$ cat config.mk
export PLATFORM = sky130hd
export DESIGN_NAME = uart_rx
export DESIGN_NICKNAME = d
export VERILOG_FILES = /design/src/rtl/uart_pkg.sv /design/src/rtl/sync_2ff.sv /design/src/rtl/uart_rx.sv
export SDC_FILE = /design/constraint.sdc
export NUM_CORES = 1
export LEC_CHECK = 0
export BUFFER_PORTS_ARGS = -buffer_cell sky130_fd_sc_hd__buf_4
export CAP_MARGIN = 20
export CORE_ASPECT_RATIO = 1.4
export CORE_MARGIN = 5
export CORE_UTILIZATION = 50
export DETAILED_ROUTE_END_ITERATION = 7
export GPL_TIMING_DRIVEN = 0
export PLACE_DENSITY = 0.73
export SETUP_SLACK_MARGIN = 0.15
export SLEW_MARGIN = 30
export SYNTH_ARGS = -nofsm -noshare
export SYNTH_HDL_FRONTEND = slang
export SYNTH_HIERARCHICAL = 1
export SYNTH_SLANG_ARGS = --single-unit
export TNS_END_PERCENT = 100
$ cat constraint.sdc
create_clock -name fpga_clk -period 1.3 [get_ports fpga_clk]
set_input_delay 0.065 -clock fpga_clk [delete_from_list [all_inputs] [get_ports fpga_clk]]
set_output_delay 0.065 -clock fpga_clk [all_outputs]
set_load 0.1 [all_outputs]
$ cat src/rtl/uart_pkg.sv
// Shared types and constants for the UART receive path.
package uart_pkg;

  typedef enum logic [1:0] {
    IDLE,
    START,
    DATA,
    STOP
  } rx_state_t;

  localparam int FRAME_BITS           = 8;
  localparam int DEFAULT_CLKS_PER_BIT = 6;

endpackage

$ cat src/rtl/sync_2ff.sv
// Two-flop synchroniser for a single asynchronous input; both flops preset to RST_VAL.
module sync_2ff #(
  parameter bit RST_VAL = 1'b1
) (
  input  logic clk,
  input  logic rst,
  input  logic d,
  output logic q
);

  logic meta_q;
  logic sync_q;

  always_ff @(posedge clk or posedge rst) begin
    if (rst) begin
      meta_q <= RST_VAL;
      sync_q <= RST_VAL;
    end else begin
      meta_q <= d;
      sync_q <= meta_q;
    end
  end

  assign q = sync_q;

endmodule

$ cat src/rtl/uart_rx.sv
// UART receiver: 8N1 framing, mid-bit sampling, one-byte holding register with valid/ready.
module uart_rx
  import uart_pkg::*;
#(
  parameter int CLKS_PER_BIT = DEFAULT_CLKS_PER_BIT,
  parameter bit MSB_FIRST    = 1'b1
) (
  input  logic                  fpga_clk,
  input  logic                  rst,
  input  logic                  sin,
  input  logic                  rx_ready,
  output logic [FRAME_BITS-1:0] rx_data,
  output logic                  rx_valid,
  output logic                  frame_err,
  output logic                  overrun,
  output logic                  busy_rx
);

  localparam int            TW        = $clog2(CLKS_PER_BIT);
  localparam logic [TW-1:0] TICK_LAST = TW'(CLKS_PER_BIT - 1);
  localparam logic [TW-1:0] TICK_MID  = TW'(CLKS_PER_BIT / 2 - 1);
  localparam logic [2:0]    BIT_LAST  = 3'(FRAME_BITS - 1);

  logic s_in;

  rx_state_t             state_q, state_d;
  logic [TW-1:0]         tick_q, tick_d;
  logic [2:0]            bit_q, bit_d;
  logic [FRAME_BITS-1:0] shreg_q, shreg_d;
  logic                  s_prev_q, s_prev_d;
  logic                  load_q, load_d;
  logic [FRAME_BITS-1:0] data_q, data_d;
  logic                  valid_q, valid_d;
  logic                  ferr_q, ferr_d;
  logic                  overrun_q, overrun_d;

  sync_2ff #(.RST_VAL(1'b1)) u_sync_sin (
    .clk (fpga_clk),
    .rst (rst),
    .d   (sin),
    .q   (s_in)
  );

  always_comb begin
    state_d   = state_q;
    tick_d    = tick_q;
    bit_d     = bit_q;
    shreg_d   = shreg_q;
    s_prev_d  = s_in;
    load_d    = 1'b0;
    ferr_d    = 1'b0;
    data_d    = data_q;
    valid_d   = valid_q;
    overrun_d = overrun_q;

    if (valid_q && rx_ready) begin
      valid_d   = 1'b0;
      overrun_d = 1'b0;
    end
    // A pending byte either lands (slot free or freed this cycle) or is dropped as overrun.
    if (load_q) begin
      if (valid_q && !rx_ready) begin
        overrun_d = 1'b1;
      end else begin
        data_d  = shreg_q;
        valid_d = 1'b1;
      end
    end

    unique case (state_q)
      IDLE: begin
        // Only a falling edge starts a frame, so a held-low line cannot retrigger.
        if (!s_in && s_prev_q) begin
          state_d = START;
          tick_d  = '0;
        end
      end
      START: begin
        if (tick_q == TICK_MID) begin
          tick_d = '0;
          if (!s_in) begin
            state_d = DATA;
            bit_d   = '0;
          end else begin
            state_d = IDLE;
          end
        end else begin
          tick_d = tick_q + TW'(1);
        end
      end
      DATA: begin
        if (tick_q == TICK_LAST) begin
          tick_d = '0;
          if (MSB_FIRST) begin
            shreg_d = {shreg_q[FRAME_BITS-2:0], s_in};
          end else begin
            shreg_d = {s_in, shreg_q[FRAME_BITS-1:1]};
          end
          if (bit_q == BIT_LAST) begin
            state_d = STOP;
          end else begin
            bit_d = bit_q + 3'd1;
          end
        end else begin
          tick_d = tick_q + TW'(1);
        end
      end
      STOP: begin
        if (tick_q == TICK_LAST) begin
          tick_d  = '0;
          state_d = IDLE;
          if (s_in) begin
            load_d = 1'b1;
          end else begin
            ferr_d = 1'b1;
          end
        end else begin
          tick_d = tick_q + TW'(1);
        end
      end
      default: begin
        state_d = IDLE;
        tick_d  = '0;
      end
    endcase
  end

  always_ff @(posedge fpga_clk or posedge rst) begin
    if (rst) begin
      state_q   <= IDLE;
      tick_q    <= '0;
      bit_q     <= '0;
      shreg_q   <= '0;
      s_prev_q  <= 1'b1;
      load_q    <= 1'b0;
      data_q    <= '0;
      valid_q   <= 1'b0;
      ferr_q    <= 1'b0;
      overrun_q <= 1'b0;
    end else begin
      state_q   <= state_d;
      tick_q    <= tick_d;
      bit_q     <= bit_d;
      shreg_q   <= shreg_d;
      s_prev_q  <= s_prev_d;
      load_q    <= load_d;
      data_q    <= data_d;
      valid_q   <= valid_d;
      ferr_q    <= ferr_d;
      overrun_q <= overrun_d;
    end
  end

  assign rx_data   = data_q;
  assign rx_valid  = valid_q;
  assign frame_err = ferr_q;
  assign overrun   = overrun_q;
  assign busy_rx   = (state_q != IDLE);

endmodule

==> metrics.yaml <==
timing:
  fin_crit_ns: 1.36
  max_freq_mhz: 735
  finalCritPeriodShare: 1.05
  tightest_slew_ns: 0.599
  final.setup.tns_ns: -0.240
  rsz0062_at_grt: "true"
  setup_ws_ns: -0.0598
  finalHoldViolations: 0
  fin_skew_ns: 0.00643
  timing.slew.headroom: 0.600
  hold_slack_ns: 0.355
  slew_viol_final: 0
  setup_violations: 11
route:
  drt-wirelength-per-cell_um: 14.9
  firstDrtPassIters: 4
  routed_wl_mm: 2.68
  ant_nets: 0
  drc: 0
  first_iter_violations: 9
  post_drt_via_cell_ratio: 5.18
  vias: 933
worst_setup_path:
  reg2reg_depth: 5
  path_max_fanout: 3
  critPathKind: "reg2reg"
  worstPathArrival_ns: 1.56
  slowest_delay_ns: 0.40
  crit_required_ns: 1.50
  r2r_start: "bit_q[1]$_DFFE_PP0P_"
  worst_setup_path_end_kind: "register"
  worstSetupStartpointType: "register"
  r2r_slack_ns: -0.06
  path_cells: "ha_2 -> ha_4 -> nor2_2 -> a22oi_2 -> mux2_4"
  critPathTopFamily: "flip-flops"
  worst_path_max_delay_cell: "dfrtp_1"
  timing.rr.end: "bit_q[0]$_DFFE_PP0P_"
  crit_buf_inv: 0
grt:
  grt_max_degree: 30
  grt_first_pass_wirelength_mm: 4.55
  grt_usage: 0.161
  grt_pass1_vias: 958
  grt_overflow_total: 0
  antenna_found_initial: 0
final_layout:
  area_delta_synth_final_pct: 45.9
  final_area_mm2: 0.00195
  drive_above_1_share: 0.618
  antennaDiodeCount: 0
  utilization: 0.753
  nFillCells: 180
  nNetsFinal: 149
clocking:
  cts_sinks: 31
  cts-root-buf: "clkbuf_4"
  clock_path_buffers: 2
  cts_tree: "done"
  cts_buffers: 5
  clock_latency_ns: 0.31
  h-tree-depth: 2
  clk_pin_slew_ns: 0.09
floorplan:
  rows: 22
  coreArea_mm2: 0.00259
  pin_count: 16
  fp.dieH_um: 71.1
  die-area_mm2: 0.00382
  start_util: 0.516
  die_w_um: 53.7
run_status:
  status: "finished, violations left"
  violations: "negative setup slack"
synth:
  ys_async_sr_fraction: 1.00
  synth_seq_cells: 31
  syn_nets: 105
  syn_inst: 99
  ys.flop_type: "dfrtp_1"
  synth_most_common_cell: "dfrtp_1"
  ys_warn_count: 6
  synth.avg_cell_area_um2: 13.5
  yosys.area.top_type: "dfrtp_1"
  synth_area_mm2: 0.00134
  synth_top_cell_area_share: 0.525
  synth_edf_count: 0
  ys_seq_area_frac: 0.584
  synth_top_cells_by_count: "28 x dfrtp_1, 8 x mux2_1, 8 x mux2_2"
  yosys-top-cells-area: "dfrtp_1 52%, mux2_1 6.7%, mux2_2 6.7%, dfstp_2 5.9%, nand2b_1 2.3%"
  post_synth_num_cell_types: 30
power_and_ir_drop:
  power.net_switching_mw: 1.41
  pwr-share-comb: 0.468
  ir_drop_mv: 1.28
  p_leak_nw: 0.927
  p_per_area_mw_per_mm2: 1930
  totalPowerFinal_mw: 3.76
  power_frac_seq: 0.369
  p_sw_frac: 0.374
  p_clk_frac: 0.163
  p_int_mw: 2.35
min_path:
  min_path_type: "in2async"
flow_run:
  drv_cap: 0
placement:
  dp_hpwl_mm: 1.71
  gp_congestion: 0.733
  io_buffers: 15
  postPlaceCellArea_mm2: 0.00163
## cells in the final DEF (no fill, tap or decap), types with 2 or more instances in the layout
cell type	instances
dfstp_2	3
nand2b_1	4
buf_6	7
nand3_1	2
o21ai_1	4
dlygate4sd3_1	3
a21oi_1	4
clkbuf_4	5
buf_4	28
buf_12	2
mux2_4	16
a22o_1	3
inv_1	3
dfrtp_2	5
dfrtp_1	22
clkbuf_8	2
## final cells by class
class                           instances  area [µm²]  share of cell area
Sequential cell                        31         790               0.405
Clock buffer                            8        68.8              0.0353
Tap cell                               36        45.0              0.0231
Timing Repair Buffer                   37         325               0.167
Multi-Input combinational cell         60         663               0.340
Inverter                                5        22.5              0.0116
Buffer                                  3        33.8              0.0173
## timing repair
item,CTS,global route
pin swaps,6,3
endpoints found under the setup margin,14,21
hold buffers,3,0
hold endpoints to repair,32,0
buffers inserted,11,8
resized for setup,10,7
## tightest hold or removal path: cells and delay by family
family | cells | cell delay [ns]
buffers and inverters | 3 | 0.76
## power by group through the flow
stage	Combinational, mW	Clock, mW	Sequential [mW]
global route	1.89	0.682	1.41
floorplan	0.806	0	1.69
global placement	1.27	0	1.42
CTS	1.63	0.640	1.38
finish	1.76	0.614	1.39
detailed placement	1.32	0	1.43
## per-stage QoR
stage | setup WS [ns] | instances
6_report | -0.0598 | 180
5_1_grt | -0.109 | 180
4_1_cts | -0.0611 | 172
3_5_place_dp | -0.0940 | 150
3_3_place_gp | -0.0848 | 150
2_1_floorplan | -0.212 | 99
## logic make-up after synthesis
kind of cell,synth area share
DFF,0.584
and+or+nand+nor,0.133
AOI/OAI and AO/OA,0.0928
muxes,0.146
buffers and inverters,0.0253
adders and majority gates,0.0187
## how the worst max path moves through the flow
stage	cells past startpoint	startpoint	endpoint	slack (ns)
after floorplan	5	state_q[0]$_DFFE_PP0P_	tick_q[2]$_DFFE_PP0P_	-0.21
after global placement	3	tick_q[1]$_DFFE_PP0P_	shreg_q[5]$_DFFE_PP0P_	-0.08
after global routing	4	state_q[0]$_DFFE_PP0P_	busy_rx	-0.11
final	5	bit_q[1]$_DFFE_PP0P_	bit_q[0]$_DFFE_PP0P_	-0.06
after CTS	4	register	busy_rx	-0.06
after detailed placement	3	tick_q[1]$_DFFE_PP0P_	shreg_q[4]$_DFFE_PP0P_	-0.09
## flip-flops by register name (all words and copies together) (netlist names), named ones only
register           flops
bit_q                  3
shreg_q                8
overrun                1
rx_data                8
load_q                 1
s_prev_q               1
tick_q                 3
u_sync_sin/meta_q      1
state_q                1
rx_valid               1
frame_err              1
u_sync_sin/q           1
## routing by layer
metal,track usage,part of all wire,vias to the layer above
met1,0.197,0.42,470
met2,0.272,0.54,18
li1,-,-,443
met5,0,0,-
met4,0.0341,0.0037,0
met3,0.0463,0.036,2
Note: power is estimated with default switching activity, not from simulation.
